$ cat config.mk
export PLATFORM = sky130hd
export DESIGN_NAME = spi_reg_bank_flat
export DESIGN_NICKNAME = d
export VERILOG_FILES = /design/src/rtl/spi_reg_bank_pkg.sv /design/src/rtl/spi_reg_bank_if.sv /design/src/rtl/spi_reg_bank_evt.sv /design/src/rtl/spi_reg_bank.sv /design/src/flat_wrapper.sv
export SDC_FILE = /design/constraint.sdc
export NUM_CORES = 1
export LEC_CHECK = 0
export BUFFER_PORTS_ARGS = -buffer_cell sky130_fd_sc_hd__buf_2
export CAP_MARGIN = 20
export CORE_MARGIN = 2
export CORE_UTILIZATION = 33
export DETAILED_ROUTE_END_ITERATION = 7
export MAX_ROUTING_LAYER = met4
export PLACE_DENSITY_LB_ADDON = 0.15
export SLEW_MARGIN = 15
export SYNTH_ARGS = -nofsm -noshare
export SYNTH_HDL_FRONTEND = slang
export SYNTH_SLANG_ARGS = --single-unit
$ cat constraint.sdc
create_clock -name clk -period 2.1 [get_ports clk]
set_clock_uncertainty 0.2 [all_clocks]
set_input_delay 0.315 -clock clk [delete_from_list [all_inputs] [get_ports clk]]
set_output_delay 0.315 -clock clk [all_outputs]
set_load 0.005 [all_outputs]
$ cat src/rtl/spi_reg_bank_pkg.sv
// rtl/spi_reg_bank_pkg.sv - shared address map and field indices for spi_reg_bank
package spi_reg_bank_pkg;
   localparam int ADDR_CTRL     = 0;
   localparam int ADDR_STATUS   = 1;
   localparam int ADDR_IRQ_MASK = 2;
   localparam int ADDR_EVT_CNT  = 3;
   localparam int ADDR_SHADOW0  = 4;

   localparam int CTRL_COMMIT   = 0;
   localparam int CTRL_IRQ_EN   = 1;

   localparam int NUM_SLOTS     = 4;
endpackage

$ cat src/rtl/spi_reg_bank_if.sv
// rtl/spi_reg_bank_if.sv - register access bus between SPI front end and register bank
interface spi_reg_bank_if #(
   parameter int ADDR_W = 3,
   parameter int REG_W  = 8
) ();
   logic [ADDR_W-1:0] reg_addr;
   logic [REG_W-1:0]  wr_data;
   logic              wr_dv;
   logic [REG_W-1:0]  rd_data;

   modport master (output reg_addr, output wr_data, output wr_dv, input rd_data);
   modport slave  (input reg_addr, input wr_data, input wr_dv, output rd_data);
endinterface

$ cat src/rtl/spi_reg_bank_evt.sv
// rtl/spi_reg_bank_evt.sv - sticky W1C status and saturating event counter
module spi_reg_bank_evt #(
   parameter int REG_W = 8
) (
   input  logic             clk,
   input  logic             rstb,
   input  logic             ena,
   input  logic [REG_W-1:0] evt_i,
   input  logic [REG_W-1:0] sts_w1c,
   input  logic             cnt_clr,
   output logic [REG_W-1:0] status,
   output logic [REG_W-1:0] status_next,
   output logic [REG_W-1:0] evt_cnt
);
   logic [REG_W-1:0] cnt_next;

   // Clear first, then OR in new events so a simultaneous set wins
   always_comb begin
      status_next = (status & ~sts_w1c) | evt_i;
   end

   // Counter clear beats increment; increment stops at all-ones
   always_comb begin
      cnt_next = evt_cnt;
      if (cnt_clr) begin
         cnt_next = '0;
      end else if ((|evt_i) && (evt_cnt != '1)) begin
         cnt_next = evt_cnt + REG_W'(1);
      end
   end

   // State registers, frozen while ena is low
   always_ff @(posedge clk) begin
      if (!rstb) begin
         status  <= '0;
         evt_cnt <= '0;
      end else if (ena) begin
         status  <= status_next;
         evt_cnt <= cnt_next;
      end
   end
endmodule

$ cat src/rtl/spi_reg_bank.sv
// rtl/spi_reg_bank.sv - register bank with double-buffered outputs behind SPI front end
module spi_reg_bank
   import spi_reg_bank_pkg::*;
#(
   parameter int ADDR_W = 3,
   parameter int REG_W  = 8
) (
   input  logic               clk,
   input  logic               rstb,
   input  logic               ena,
   spi_reg_bank_if.slave      bus,
   input  logic [REG_W-1:0]   evt_i,
   output logic [REG_W-3:0]   ctrl_o,
   output logic [4*REG_W-1:0] out_o,
   output logic               irq_o
);
   logic [2:0]       idx;
   logic             in_range;
   logic             wr_en;
   logic             wr_ctrl;
   logic             wr_status;
   logic             wr_mask;
   logic             wr_cnt;
   logic             wr_shadow;
   logic [1:0]       slot;
   logic             commit;

   logic [REG_W-1:1] ctrl_q;
   logic [REG_W-1:1] ctrl_next;
   logic [REG_W-1:0] mask_q;
   logic [REG_W-1:0] mask_next;
   logic [REG_W-1:0] shadow [NUM_SLOTS];
   logic [REG_W-1:0] status;
   logic [REG_W-1:0] status_next;
   logic [REG_W-1:0] evt_cnt;
   logic [REG_W-1:0] sts_w1c;
   logic [REG_W-1:0] rd_next;
   logic             irq_next;

   assign idx      = bus.reg_addr[2:0];
   assign in_range = ((bus.reg_addr >> 3) == '0);
   assign slot     = 2'(idx - 3'(ADDR_SHADOW0));
   assign ctrl_o   = ctrl_q[REG_W-1:2];

   // Address decode; anything at or above 8 is silently dropped
   always_comb begin
      wr_en     = bus.wr_dv & in_range;
      wr_ctrl   = wr_en && (idx == 3'(ADDR_CTRL));
      wr_status = wr_en && (idx == 3'(ADDR_STATUS));
      wr_mask   = wr_en && (idx == 3'(ADDR_IRQ_MASK));
      wr_cnt    = wr_en && (idx == 3'(ADDR_EVT_CNT));
      wr_shadow = wr_en && (idx >= 3'(ADDR_SHADOW0));
      commit    = wr_ctrl && bus.wr_data[CTRL_COMMIT];
      sts_w1c   = wr_status ? bus.wr_data : '0;
   end

   // Post-write values feed the interrupt so irq_o tracks the same edge
   always_comb begin
      ctrl_next = wr_ctrl ? bus.wr_data[REG_W-1:1] : ctrl_q;
      mask_next = wr_mask ? bus.wr_data : mask_q;
      irq_next  = ctrl_next[CTRL_IRQ_EN] & (|(status_next & mask_next));
   end

   // Read mux over current (pre-write) register values; COMMIT reads as 0
   always_comb begin
      rd_next = '0;
      if (in_range) begin
         case (idx)
            3'(ADDR_CTRL):     rd_next = {ctrl_q, 1'b0};
            3'(ADDR_STATUS):   rd_next = status;
            3'(ADDR_IRQ_MASK): rd_next = mask_q;
            3'(ADDR_EVT_CNT):  rd_next = evt_cnt;
            default:           rd_next = shadow[slot];
         endcase
      end
   end

   spi_reg_bank_evt #(.REG_W(REG_W)) u_evt (
      .clk         (clk),
      .rstb        (rstb),
      .ena         (ena),
      .evt_i       (evt_i),
      .sts_w1c     (sts_w1c),
      .cnt_clr     (wr_cnt),
      .status      (status),
      .status_next (status_next),
      .evt_cnt     (evt_cnt)
   );

   // Control, mask, shadows and the atomic four-slot commit
   always_ff @(posedge clk) begin
      if (!rstb) begin
         ctrl_q      <= '0;
         mask_q      <= '0;
         irq_o       <= 1'b0;
         bus.rd_data <= '0;
         out_o       <= '0;
         for (int k = 0; k < NUM_SLOTS; k++) begin
            shadow[k] <= '0;
         end
      end else if (ena) begin
         ctrl_q      <= ctrl_next;
         mask_q      <= mask_next;
         irq_o       <= irq_next;
         bus.rd_data <= rd_next;
         if (wr_shadow) begin
            shadow[slot] <= bus.wr_data;
         end
         if (commit) begin
            for (int k = 0; k < NUM_SLOTS; k++) begin
               out_o[k*REG_W +: REG_W] <= shadow[k];
            end
         end
      end
   end
endmodule

$ cat src/flat_wrapper.sv
// flat-port wrapper written by rule: the top's interface ports become plain ports
module spi_reg_bank_flat import spi_reg_bank_pkg::*;
#(
   parameter int ADDR_W = 3,
   parameter int REG_W  = 8
)
  (clk, rstb, ena, evt_i, ctrl_o, out_o, irq_o, bus_reg_addr, bus_wr_data, bus_wr_dv, bus_rd_data);
  spi_reg_bank_if #(.ADDR_W(ADDR_W), .REG_W(REG_W)) bus_i ();
  input  logic clk;
  input  logic rstb;
  input  logic ena;
  input  logic [REG_W-1:0] evt_i;
  output logic [REG_W-3:0] ctrl_o;
  output logic [4*REG_W-1:0] out_o;
  output logic irq_o;
  input wire logic [$bits(bus_i.reg_addr)-1:0] bus_reg_addr;
  input wire logic [$bits(bus_i.wr_data)-1:0] bus_wr_data;
  input wire logic [$bits(bus_i.wr_dv)-1:0] bus_wr_dv;
  output wire logic [$bits(bus_i.rd_data)-1:0] bus_rd_data;
  assign bus_i.reg_addr = bus_reg_addr;
  assign bus_i.wr_data = bus_wr_data;
  assign bus_i.wr_dv = bus_wr_dv;
  assign bus_rd_data = bus_i.rd_data;
  spi_reg_bank #(.ADDR_W(ADDR_W), .REG_W(REG_W)) u_core (.clk(clk), .rstb(rstb), .ena(ena), .bus(bus_i), .evt_i(evt_i), .ctrl_o(ctrl_o), .out_o(out_o), .irq_o(irq_o));
endmodule
# After elaboration in Yosys (flattened, before gate mapping)
# Memories as Yosys holds them, arrays and structs flattened. A register that Yosys moved wholly into a read port is not among the register bits.
# Cells that the tools add are included.
# word_totals
register_bits,40
mem_bits_rw,32
input_bits,23
out_inout_bits,47
elab_cells,53
mem_count,1
# classes
addsub,2
magnitude_cmp,1
n_eq_ne,4
mux,14
n_bitwise,5
reduce_logical,19
# memory_table
name,depth,width,rd,rd_clocked_by_memory_dff,wr,line_no,source
u_core.shadow,4,8,5,4,4,spi_reg_bank.sv:32,logic [REG_W-1:0] shadow [NUM_SLOTS];
# ops
cell,count
two-way mux 8 bit,5
case mux 8 bit (4 select lines),1
OR reduction 8 bit,3
AND 8 bit,2
"adder 8 x 1 -> 8 bit, second input constant",1
"!= test 8 bit, second input constant",1
NOT 8 bit,1
OR 8 bit,1
logical AND 1 bit,7
two-way mux 1 bit,7
"equality test 3 x 2 -> 1 bit, second input constant",2
AND reduction 2 bit,3
zero test 1 bit,4
"equality test 3 x 1 -> 1 bit, second input constant",1
">= comparator 3 bit, second input constant",1
zero test 3 bit,1
two-way mux 2 bit,1
nonzero test 2 bit,1
"subtractor 2 x 1 -> 2 bit, second input constant",1
AND 1 bit,1

# Longest topological paths before layout
# Gate-level depths: netlist of the first run.
# logic_depth
ltp_word,9
ltp_mapped,7
ltp_nobuf,6

# Modules after synthesis
# A second synthesis of the first run with hierarchy kept.
# unflattened
cells_unflattened,494
area_unflattened_um2,4878.4
# by_module_without_submodules
module,instances,cells_each,area_each_um2,seq_area_each_um2
spi_reg_bank,1,378,3967.6,2082.0
spi_reg_bank_evt,1,116,910.9,320.3

# Worst setup path before layout of the first run
# Ideal clock, no wire load.
# synth_timing
path_kind,in2reg
start,input bus_reg_addr[1]
end,memory u_core.shadow[2][0] (enable)
setup_time_ns,0.384
arrival_time_ns,1.701
t_required_ns,1.516
path_slack_ns,-0.185
path_stages,5
path_buffers,3
path_cell_list,buf_2 -> buf_2 -> nand2b_1 -> clkbuf_1 -> o21ai_0
# synth_rtl
element,line_no,source
from (decl),flat_wrapper.sv:16,input wire logic [$bits(bus_i.reg_addr)-1:0] bus_reg_addr;
to (decl),spi_reg_bank.sv:32,

# Worst setup path after layout of the first run
# layout_timing
start,register u_core.u_evt.evt_cnt[0]
end,register u_core.u_evt.evt_cnt[3]
# layout_between
elab_chain_cells,4
word_cells_on_any_way,7
cone_classes,1 x add/sub; 1 x eq/ne; 2 x mux; 3 x reduce/logical
# layout_rtl
element,line_no,source
from (decl),spi_reg_bank_evt.sv:13,output logic [REG_W-1:0] evt_cnt
from (signal assigned),spi_reg_bank_evt.sv:39,evt_cnt <= cnt_next;
branches (longest 4 deep; another with adder 8 x 1 -> 8 bit),--,
# Parallel ways; which one is timed is not known. The select of a mux whose other input is x is not followed.
# A chain may end at the register's enable or synchronous reset.

==> summary by stage, run 1 <==
Power and ir drop
The clock network fraction of total power is between 30% and 40%. The static leakage is between 2 and 2.5 nW. Net switching is roughly 25% of the power. The power consumption is about 4.1 mW.

The net switching power figure is 1.02 mW. The share of total power dissipated in sequential elements is 52.8%. The worst-case IR drop observed on VDD is 0.362 mV. Combinational logic is responsible for a little under 10% of the overall power. Dividing total power by cell area gives a power density of between 700 and 800 mW/mm^2. The total internal power is 3.12 mW.

Worst setup path
Measured in cells, the most critical reg-to-reg path has a length of 7. The worst setup path is of the register to register kind. The timing startpoint of the critical path is u_core.u_evt.evt_cnt[0]$_SDFFE_PN0P_. In this run the worst path has a maximum fanout of 12.

The startpoint identified for the worst register-to-register timing path is u_core.u_evt.evt_cnt[0]$_SDFFE_PN0P_. STA puts the critical path data arrival time at slightly below 2000 ps. The destination of the critical timing path is u_core.u_evt.evt_cnt[3]$_SDFFE_PN0P_. In this run the register-to-register setup slack is 210 ps.

At the worst endpoint, the required time is 2190 ps. Traced cell by cell, the critical path runs through ha_1 > nand2_1 > or3_1 > a21oi_1 > buf_4 > or4_1 > a21oi_1. The startpoint type of the worst setup path is a register. The highest cell delay on the worst timing path is 460 ps. The slowest stage of the critical path is the or4_1 cell. The most numerous cell type found on the critical path is a21oi_1. The endpoint identified for the worst register-to-register timing path is u_core.u_evt.evt_cnt[3]$_SDFFE_PN0P_.

The type of element capturing the critical path is a register.

Timing
Across all setup checks in the final design, the least slack found is 206 ps. The number of hold-slack violations in the final timing report came to 0. Headroom to the max-slew limit came out at between 60% and 70%. Of the available clock period, the critical path in the final layout requires ~90%. Static timing analysis puts the maximum clock frequency at between 500 and 600 MHz. For the finished layout, the period the worst path requires is 1890 ps. The final-layout worst hold slack is around 56 ps. Setup repair after global routing left no endpoint under its margin. At the pin with the least slew margin, the transition time is about 480 ps.

The count of endpoints failing setup in the final report is 0. The count of pins over their slew limit is 0.

Floorplanning
The area of the die is 0.0152 mm^2. The number of top-level design ports is 70. The die is 123 um wide. The core region is 0.0139 mm^2. The number of placement rows is 43. The vertical extent of the die is 123 um. The effective utilization at floorplan is approximately a third.

Clocking
The worst-case clock buffer depth is 2. In this run the post-CTS setup repair buffer count came out at 0. The tree built by TritonCTS fans out to about 100 sinks.

The clock tree synthesis step divided the H-tree into 3 levels. Clock-pin slew was measured on the worst setup and hold paths at 60 ps. The clock latency of the later-clocked register in the worst-skew pair is between 300 and 400 ps. The TritonCTS clock tree is built. The number of hold-repair buffers added at the cts stage is 0.

In this run, CTS created clock tree buffers numbering 9. In this run the clock root is driven by a clkbuf_16. The number of instances resized during post-cts repair is 0.

Synth
The total nets after synthesis is 520. The average instance area after synthesis is 9.48 um^2. The register bit count reported by yosys is around 100. The number of cells produced by synthesis is 496. The portion of synthesized cell area occupied by the leading cell type is a little under a third. The total of warnings raised by yosys is 0.

The register area share after synthesis is 51.1%. By area the synthesized netlist is led by dfxtp_1 31%, edfxtp_1 20%, mux4_2 7.2%. The number of unique standard cell types used by synthesis is 42. Summed over all instances, the cell type with the most area after synthesis is dfxtp_1. The mapped netlist covers ~0.0047 mm^2.

Layout
The repair_antennas step left the layout with diodes totalling 0. Cells with a size suffix above 1 make up between 20 and 25% of the layout. From synthesis to final layout, the design area changed by 21.2%. The post-layout instance area is 0.00570 mm^2. In the final layout, the multi-input gates occupy about 0.0020 mm^2. The net count of the finished layout is about 600. The number of fill cells is 1403. Summing all flip-flop and latch instances after layout gives 0.00240 mm^2.

Routing
Using the TritonRoute via totals, the vias-per-cell ratio works out to 5.19. The number of nets with antenna violations after routing is 0. For this block, the initial DRC count from the detailed router was 246. The number of design rule violations left after detail routing is 0.

After detailed routing, the average wire length per cell comes to 16.7 um. The wire length after detailed routing is 12.7 mm. Before antenna repair, the detailed router went through 4 iterations. The detailed router placed 3936 vias in this run.

Global route
The total overflow reported by the global router is 0. The wire length of the first global-routing pass is between 20 and 25 mm. The pin count of the biggest net entering global routing is 40. The number of global-route vias before repair is approximately 3.9k.

The number of antenna violations at the first check in global routing is 0. Global routing consumed, over all layers together, 18.4% of the routing resources.

Placement
The global placer's final weighted congestion is 0.802. In this run the tool buffered the top-level ports with ~70 buffer cells. The pre-CTS worst setup slack is -0.161 ps. Once detailed placement completed, the half-perimeter wirelength came to 9.34 mm. Once placement finished, the instance area stood at 0.00543 mm^2.

Status
The flow ran to the end, and the final reports show no timing, DRC or antenna violations.

Flow run
The number of maximum-capacitance violations is 0.

Min path
The path class of the tightest hold or removal check is primary input to register. The worst hold path passes through 3 cells.
## flip-flops by register name, indices dropped and copies added (netlist names)
name and flops:
u_core.out_o 32, u_core.shadow 32, u_core.bus.rd_data 8, u_core.mask_q 8, u_core.u_evt.evt_cnt 8, u_core.u_evt.status 8
u_core.ctrl_q 7, u_core.irq_o 1
## Yosys cell counts
cell / n
a211oi_1: 7
a21oi_1: 58
a221oi_1: 1
a22oi_1: 8
a2bb2oi_1: 1
a31oi_1: 1
and2_1: 1
and3_1: 1
buf_1: 2
buf_2: 10
buf_4: 6
buf_6: 4
clkbuf_1: 21
dfxtp_1: 72
edfxtp_1: 32
ha_1: 1
inv_1: 16
mux2_2: 1
mux2i_1: 11
mux4_2: 15
nand2_1: 83
nand2b_1: 2
nand3_1: 7
nand4_1: 2
nand4b_1: 2
nand4bb_1: 2
nor2_1: 56
nor2_8: 1
nor3_1: 18
nor3b_1: 1
nor4_1: 11
nor4bb_1: 1
o211ai_1: 2
o21ai_0: 11
o22ai_1: 6
o2bb2ai_1: 1
o31ai_1: 6
o32ai_1: 5
or2_1: 1
or3_1: 2
or4_1: 6
or4b_4: 1
## area by class of cell
class                      count  share of cell area [%]
sequential                   104                    42.2
multi-input combinational    333                    35.4
timing repair buffer         110                    12.8
clock buffer                  12                    4.15
tap                          180                    3.95
inverter                      16                    1.05
clock inverter                 4                   0.527
## power groups by stage
stage | registers (mW) | clock network, mW | logic (mW)
after floorplan | 2.22 | 0 | 0.226
after global placement | 2.23 | 0 | 0.401
after detailed placement | 2.23 | 0 | 0.404
after CTS | 2.19 | 1.60 | 0.405
after global routing | 2.20 | 1.68 | 0.440
final | 2.19 | 1.55 | 0.402
## cells by family after synthesis
kind of cell	after synthesis	synth area share, %
AND/OR/NAND/NOR	198	19.3
AO/OA/AOI/OAI	107	13.4
flip-flops	104	51.1
buffers and inverters	59	6.10
multiplexers	27	9.77
adder cells (fa/ha/maj)	1	0.266
## critical path, delay by kind of cell (launching register included)
kind	cells	cell delay, ps
adder cells (fa/ha/maj)	1	240
AO/OA/AOI/OAI	2	230
AND/OR/NAND/NOR	3	680
buffers and inverters	1	170
flip-flops	1	310
## per-layer routing
metal | part of all wire (%) | global-route usage, % | vias up
li1 | - | - | 1932
met1 | 46 | 23.2 | 1895
met2 | 48 | 29.6 | 97
met3 | 4.6 | 4.38 | 12
met4 | 1.4 | 5.18 | 0
met5 | 0 | - | -
## stage by stage
| step | std cells | utilization [%] | setup TNS, ps |
|---|---|---|---|
| after floorplan | 496 | - | -1120 |
| after global placement | 743 | 39.1 | 0 |
| after detailed placement | 743 | 39.1 | -0.161 |
| after CTS | 759 | 41.1 | 0 |
| after global routing | 759 | 41.1 | 0 |
| final | 759 | 41.1 | 0 |
## worst min-delay path by stage
stage                                        from                             endpoint
finish                                   evt_i[3]  u_core.u_evt.status[3]$_SDFFE_PN0P_
global route                             evt_i[3]  u_core.u_evt.status[3]$_SDFFE_PN0P_
detailed placement   u_core.out_o[6]$_SDFFE_PN0P_         u_core.out_o[6]$_SDFFE_PN0P_
CTS                                      evt_i[3]  u_core.u_evt.status[3]$_SDFFE_PN0P_
global placement     u_core.out_o[6]$_SDFFE_PN0P_         u_core.out_o[6]$_SDFFE_PN0P_
floorplan           u_core.mask_q[2]$_SDFFE_PN0P_        u_core.mask_q[2]$_SDFFE_PN0P_
## placed cells by master (no fill, tap or decap), types with 2 or more instances in the layout
cell type / synthesis / layout
nand3_1: 7 / 7
o211ai_1: 2 / 2
o21ai_0: 11 / 10
nand2b_1: 2 / 2
a21oi_1: 58 / 58
buf_2: 10 / 69
clkbuf_16: 0 / 9
buf_12: 0 / 6
a22oi_1: 8 / 8
mux2i_1: 11 / 11
nor4_1: 11 / 11
inv_1: 16 / 15
nand4_1: 2 / 2
o22ai_1: 6 / 6
clkbuf_1: 21 / 3
buf_4: 6 / 35
or4_1: 6 / 6
o32ai_1: 5 / 5
nand4b_1: 2 / 2
nand4bb_1: 2 / 2
edfxtp_1: 32 / 32
or3_1: 2 / 2
nor2_1: 56 / 56
nor3_1: 18 / 18
a211oi_1: 7 / 7
dfxtp_1: 72 / 72
mux4_2: 15 / 15
nand2_1: 83 / 83
o31ai_1: 6 / 5
Power figures use the tool's default switching activity.
==> run 2, diff against run 1 <==
Settings changed: CORE_MARGIN 2 to default.
==> run 2 against run 1 <==
Net effect: die area down 3.2%; first-iteration DRC count down 26%; highest routed layer unchanged; sequential share of layout area up 0.093 points; critical path type unchanged; register-to-register slack about the same; core utilization down 0.090 points; clock power up 8%; worst setup slack worse by 11 ps; count of clock-buffer cells in the layout up 1; sequential cell count unchanged; combinational power down 3%.
==> summary by stage, run 2 (synthesized netlist as in run 1, its figures left out) <==
Status
The run finished with clean final reports.

Global route
The wire length of the first global-routing pass is roughly 20 mm. The global routing usage summed across all routing layers is between 15 and 20%. After global routing the overflow that remains totals 0.

The number of antenna violations at the first check in global routing was 0. The number of global-route vias before repair came to approximately 3.7k. The pin count of the biggest net entering global routing is 67.

Clocking
The H-tree was split into 3 levels. Clock tree synthesis selected as its root buffer the cell clkbuf_16. Once the clock tree was built, the resizer swapped 0 gates to a different size. The number of hold buffers added after CTS was 0. TritonCTS created 9 clock buffers.

The worst-case clock buffer depth is 2. After clock tree synthesis, the setup repair step added 0 buffers. At the later pin of the worst-skew pair, clock insertion delay measures 350 ps. For this design, the sink count on the clock tree is 104. The TritonCTS clock tree is built. After clock tree synthesis, the clock-pin slew on the worst setup and hold paths is 70 ps.

Layout
With fillers left out, the area of the finished cells amounts to 0.00569 mm^2. The final non-filler cell total is around 750. Relative to the synthesized area, the layout overhead comes to 21.0%. 0 antenna diodes ended up in the layout. The commonest non-fill, non-tap cell in the layout is nand2_1. The largest registers in the layout are u_core.out_o (32), u_core.shadow (32). The number of fill cells is 1423. The share of final-layout standard cells stronger than drive strength 1 is a little under a quarter. At the end of the flow, the number of nets in the layout was about 590.

In the layout the commonest cells are 83 x nand2_1, 72 x dfxtp_1, 69 x buf_2.

Routing
The number of design-rule violations left by the first detailed-router iteration is 181. The wire length after detailed routing is 12.4 mm. For this run, the detailed router's first-pass iteration total came to 5. After detailed routing, the average wire length per cell comes to 16.5 um. The wire length on met2 is 5.85 mm.

The detailed router placed ~3.8k vias in this run. Wire segments on met3 add up to 601 um in the final route. The number of nets with antenna violations after routing is 0. In the routed design, unresolved DRC markers number 0. The number of vias per cell is 5.05. After detailed routing, the wire length on met1 is 5.75 mm. The top layer used by detailed routing is met4.

Floorplanning
The die covers 0.0147 mm^2. In this run the horizontal extent of the chip is 121 um. The area inside the core boundary is 0.0139 mm^2. The initial utilization of the core area, before any placement, comes to around a third. The number of placement rows is 43. The number of top-level design ports is 70. The vertical extent of the die is ~120 um.

Worst setup path
The type of element capturing the critical path is a register. The critical path data arrival time is 1990 ps. For the worst setup path, the data required time is 2180 ps. On the critical path, the stage with the largest delay is an instance of or4_1. The critical path goes through ha_1 > nand2_1 > or3_1 > a21oi_1 > buf_4 > or4_1 > a21oi_1. The type of the setup path with the least slack is register to register. The most numerous cell on the critical path is a21oi_1.

In this run the worst setup path begins at u_core.u_evt.evt_cnt[0]$_SDFFE_PN0P_. In this design, the stage delay of the slowest critical-path cell is 460 ps. The critical-path maximum fanout is 12. The startpoint type of the worst setup path is a register.

The origin of the critical flop-to-flop path is u_core.u_evt.evt_cnt[0]$_SDFFE_PN0P_.

Timing
The count of pins over their slew limit came to 0. The count of endpoints failing setup in the final report is 0. Setup repair after global routing left no endpoint under its margin. Headroom to the max-slew limit came out at 75.8%. The total negative slack is 0 ps. The number of hold-slack violations in the final timing report is 0. At the pin with the least slew margin, the transition time is around 360 ps. The final critical-path share of the clock period is between 90 and 100%.

The shortest clock period the worst path allows after layout is ~1900 ps. The achievable frequency is roughly 520 MHz.

Power and ir drop
Across the VDD grid, the largest voltage drop is 0.337 mV. The switching share of power is 23.3%. The static leakage is 2.18 nW. The clock network fraction of total power is 39.3%.

The power density over the cells is about 750 mW/mm^2. In this run the power spent charging and discharging nets is 988 uW. The share of total power dissipated in sequential elements is 51.5%. The internal portion of the total power is about 3.3 mW. The combinational share of power is between 9 and 10%.

Placement
Routability-driven placement finished with a final weighted congestion of 0.867. The area of placed instances is around 0.0054 mm^2. The number of instances in the placed design is approximately 740. The final HPWL from detailed placement is 8.97 mm. The number of buffers added on ports is 69.

Min path
The worst hold path begins at evt_i[4]. The min-delay analysis places its worst path in the category primary input to register.

Flow run
The number of maximum-capacitance violations is 0.
-- run 2: cell types whose count changed in the layout (fill, tap and decap cells not counted), sizes merged --
cell    delta
buf        -5
bufinv     +1
clkbuf     +1
clkinv     -1
inv        -1
-- run 2: layout make-up --
class / instances / area (um^2) / area share [%]
clock buffer: 13 / 250 / 4.40
clock inverter: 3 / 41.3 / 0.726
inverter: 16 / 60.1 / 1.06
multi-input combinational: 333 / 2020 / 35.5
sequential: 104 / 2400 / 42.2
tap: 180 / 225 / 3.96
timing repair buffer: 105 / 691 / 12.1
-- run 2: power by group through the flow --
stage               clock network, mW  registers (mW)  logic [mW]
floorplan                           0            2.22       0.226
global placement                    0            2.23       0.391
detailed placement                  0            2.23       0.392
CTS                              1.73            2.19       0.395
global route                     1.79            2.19       0.428
finish                           1.67            2.19       0.390
-- run 2: per-layer routing --
layer	vias to the layer above	GRT usage, %
met4	0	7.25
met3	16	3.43
met2	88	28.0
met5	-	-
met1	1782	23.9
li1	1919	-
-- run 2: worst max-delay path, delay by kind of cell, from the launching register on --
| family | cells | cell delay (ps) |
|---|---|---|
| compound gates | 2 | 230 |
| simple gates | 3 | 680 |
| fa+ha+maj | 1 | 240 |
| buf+inv | 1 | 170 |
| flops | 1 | 320 |
-- run 2: path summary, 6_finish.rpt --
| path | to | slack (ps) | cells after the start |
|---|---|---|---|
| setup / recovery | u_core.u_evt.evt_cnt[5]$_SDFFE_PN0P_ | 190 | 7 |
| hold / removal | u_core.u_evt.status[4]$_SDFFE_PN0P_ | 60 | 3 |
| setup reg to reg | u_core.u_evt.evt_cnt[5]$_SDFFE_PN0P_ | 190 | 7 |
| hold reg to reg | u_core.out_o[4]$_SDFFE_PN0P_ | 250 | 2 |
-- run 2: stage by stage --
stage	utilization, %	total power [mW]	worst slack [ps]	hold WS, ps
2_1_floorplan	-	2.44	-69.9	247
3_3_place_gp	38.9	2.62	-27.8	245
3_5_place_dp	38.9	2.63	-62.2	243
4_1_cts	41.0	4.31	191	43.2
5_1_grt	41.0	4.42	91.5	85.3
6_report	41.0	4.25	195	59.1
==> run 3, diff against run 2 <==
Settings changed: RECOVER_POWER from default to 25.
==> run 3 against run 2 <==
Net effect: non-clock buffer count is the same; critical path type unchanged; routed wire length is 0.14% higher; cell area shrank 0.11%; critical endpoint unchanged.
==> summary by stage, run 3 (synthesized netlist as in run 1, its figures left out) <==
Floorplanning
The floorplan step defined a die boundary enclosing 0.0147 mm^2. 70 I/O pins were placed. Row generation in the floorplan step produced 43 rows. The total area inside the core boundary comes to 0.0139 mm^2. The vertical extent of the die is 121 um. The die is between 100 and 150 um wide. Once the floorplan was initialized, standard cells occupied 33.9% of the core.

Worst setup path
The critical-path maximum fanout is 12. Data arrives at the worst endpoint at 1990 ps. The worst setup path is captured at a register.

The depth of the worst register-to-register path is 7. The capturing point of the worst reg2reg path is u_core.u_evt.evt_cnt[5]$_SDFFE_PN0P_. The worst setup path is launched from a register. The setup slack on the worst flop-to-flop path is 200 ps.

The origin of the critical flop-to-flop path is u_core.u_evt.evt_cnt[0]$_SDFFE_PN0P_. The setup path with the least slack is of type register to register. STA puts the critical path data required time at 2180 ps.

Clocking
TritonCTS created 9 clock buffers. Once the clock tree was built, the setup fixing pass inserted 0 buffers. TritonCTS built the clock tree.

After clock tree synthesis, the flow added hold-fix buffers numbering 0. The worst-case clock buffer depth is 2. The clock drives 104 sinks.

CTS built an H-tree with a depth of 3. After clock tree synthesis, the clock-pin slew on the worst setup and hold paths is 70 ps. The later pin in the worst-skew pair is clocked with a latency of 350 ps. The clock tree root buffer cell is clkbuf_16.

The number of instances resized during post-cts repair is 0.

Power and ir drop
The power density over the cells is 747 mW/mm^2. The analysis attributes to net switching a power of a little under 1 mW. The switching share of power is 23.2%. The clock network fraction of total power is 39.3%.

The static leakage is 2.17 nW. Per report_power, the sequential group accounts for 51.5% of the total. The maximum vdd ir drop is between 0.3 and 0.4 mV. The total internal power is 3.26 mW. The design draws 4.25 mW.

The combinational share of power is 9.2%.

Placement
The global placer's final weighted congestion is ~0.87. The placed instances occupy a cell area of 0.00540 mm^2. The number of instances in the placed design is approximately 740. Once detailed placement completed, the half-perimeter wirelength came to 8.97 mm.

Port buffering added 69 buffers.

Global route
The number of antenna violations at the first check in global routing is 0. The number of global-route vias before repair is 3734. The total overflow left after global routing is 0. The global routing usage summed across all routing layers is between 10% and 20%. The wire length of the first global-routing pass is a little under 20 mm.

The pin count of the biggest net entering global routing is 67.

Min path
The end point of the worst hold path is u_core.u_evt.status[4]$_SDFFE_PN0P_. The worst hold path belongs to the class primary input to register. The worst hold path passes through 3 cells. The startpoint identified for the worst hold timing path is evt_i[4].

Layout
The final non-filler cell total is ~750. In the layout the commonest cells are 83 x nand2_1, 72 x dfxtp_1, 66 x buf_2. The area growth from synthesis to layout is 20.8%. The count of inserted antenna diode cells is 0. Cells with a size suffix above 1 make up 23.3% of the layout. Once layout is done, the placed cells without fillers occupy approximately 0.0057 mm^2.

The commonest non-fill, non-tap cell in the layout is nand2_1. The net count of the finished layout is 593. In the final layout, the registers with the most flip-flops are u_core.out_o (32), u_core.shadow (32).

The number of fill cells is 1423.

Routing
In this run, the number of DRC markers left after iteration 0 of detailed routing was 180. The total number of vias is ~3.8k. In the routed design, unresolved DRC markers number 0.

Once detail routing completed, the nets flagged for antenna violations numbered 0. Using the TritonRoute via totals, the vias-per-cell ratio works out to 5.05. The wire length after detailed routing is approximately 12 mm. The detailed-route wire length per cell is roughly 17 um. For this run, the detailed router's first-pass iteration total came to 4.

Timing
The remaining max-slew budget at the tightest pin is 58.3%. After layout, the worst path uses 90.6% of the clock period. Setup repair after global routing left no endpoint under its margin.

Static timing analysis puts the maximum clock frequency at between 500 and 600 MHz. The count of pins over their slew limit is 0. For the finished layout, the period the worst path requires is 1900 ps. The number of hold-slack violations in the final timing report came to 0.

The transition time at the pin with the least slew margin is 626 ps. For the final routed database, the setup TNS stands at 0 ps. The count of endpoints failing setup in the final report is 0. The final-layout worst hold slack is about 58 ps.

Flow run
Max-cap violations in this run came to 0.

Status
The run finished with clean final reports.
==> run 3: cell types whose count changed in the layout (fill, tap and decap cells not counted) <==
cell / before / now
buf_4: 30 / 29
clkbuf_1: 3 / 6
buf_2: 69 / 66
clkbuf_2: 0 / 1
==> run 3: critical path, stage by stage, from the launching register on <==
cell and delay (ps):
dfxtp_1 320, ha_1 240, nand2_1 80, or3_1 140
a21oi_1 80, buf_4 170, or4_1 460, a21oi_1 150
==> run 3: power by group through the flow <==
| stage | Clock (mW) | Combinational, mW | Sequential (mW) |
|---|---|---|---|
| after floorplan | 0 | 0.226 | 2.22 |
| after global placement | 0 | 0.391 | 2.23 |
| after detailed placement | 0 | 0.392 | 2.23 |
| after CTS | 1.73 | 0.395 | 2.19 |
| after global routing | 1.79 | 0.428 | 2.19 |
| final | 1.67 | 0.390 | 2.19 |
==> run 3: area by class of cell <==
cell class	count	area (um^2)	share of cell area (%)
clock buffers	13	250	4.41
clock inverters	3	41.3	0.727
inverters	16	60.1	1.06
multi-input cells	333	2020	35.5
flip-flops and latches	104	2400	42.3
well taps	180	225	3.96
repair buffers	105	684	12.0
==> run 3: stage by stage <==
stage	worst slack (ps)	util, %
after global placement	-27.8	38.9
final	198	40.9
after floorplan	-69.9	-
after detailed placement	-62.2	38.9
after CTS	191	41.0
after global routing	91.5	40.9
==> run 3: layer usage <==
metal / global-route usage [%] / part of all wire, % / vias to the layer above / wire length [um]
met5: - / 0 / - / 0
met4: 7.25 / 1.9 / 0 / 233
met3: 3.43 / 4.8 / 16 / 600
met2: 28.0 / 47 / 88 / 5890
met1: 23.9 / 46 / 1785 / 5740
li1: - / - / 1921 / -
==> run 3: how the worst max path moves through the flow <==
stage | from | end | cells after the start
floorplan | bus_reg_addr[2] | u_core.shadow[1][0]$_SDFFCE_PN0P_ | 3
global placement | bus_reg_addr[1] | u_core.u_evt.evt_cnt[4]$_SDFFE_PN0P_ | 8
detailed placement | bus_reg_addr[1] | u_core.u_evt.evt_cnt[3]$_SDFFE_PN0P_ | 8
CTS | u_core.u_evt.evt_cnt[0]$_SDFFE_PN0P_ | u_core.u_evt.evt_cnt[3]$_SDFFE_PN0P_ | 7
global route | u_core.u_evt.evt_cnt[0]$_SDFFE_PN0P_ | u_core.u_evt.evt_cnt[3]$_SDFFE_PN0P_ | 7
finish | u_core.u_evt.evt_cnt[0]$_SDFFE_PN0P_ | u_core.u_evt.evt_cnt[5]$_SDFFE_PN0P_ | 7
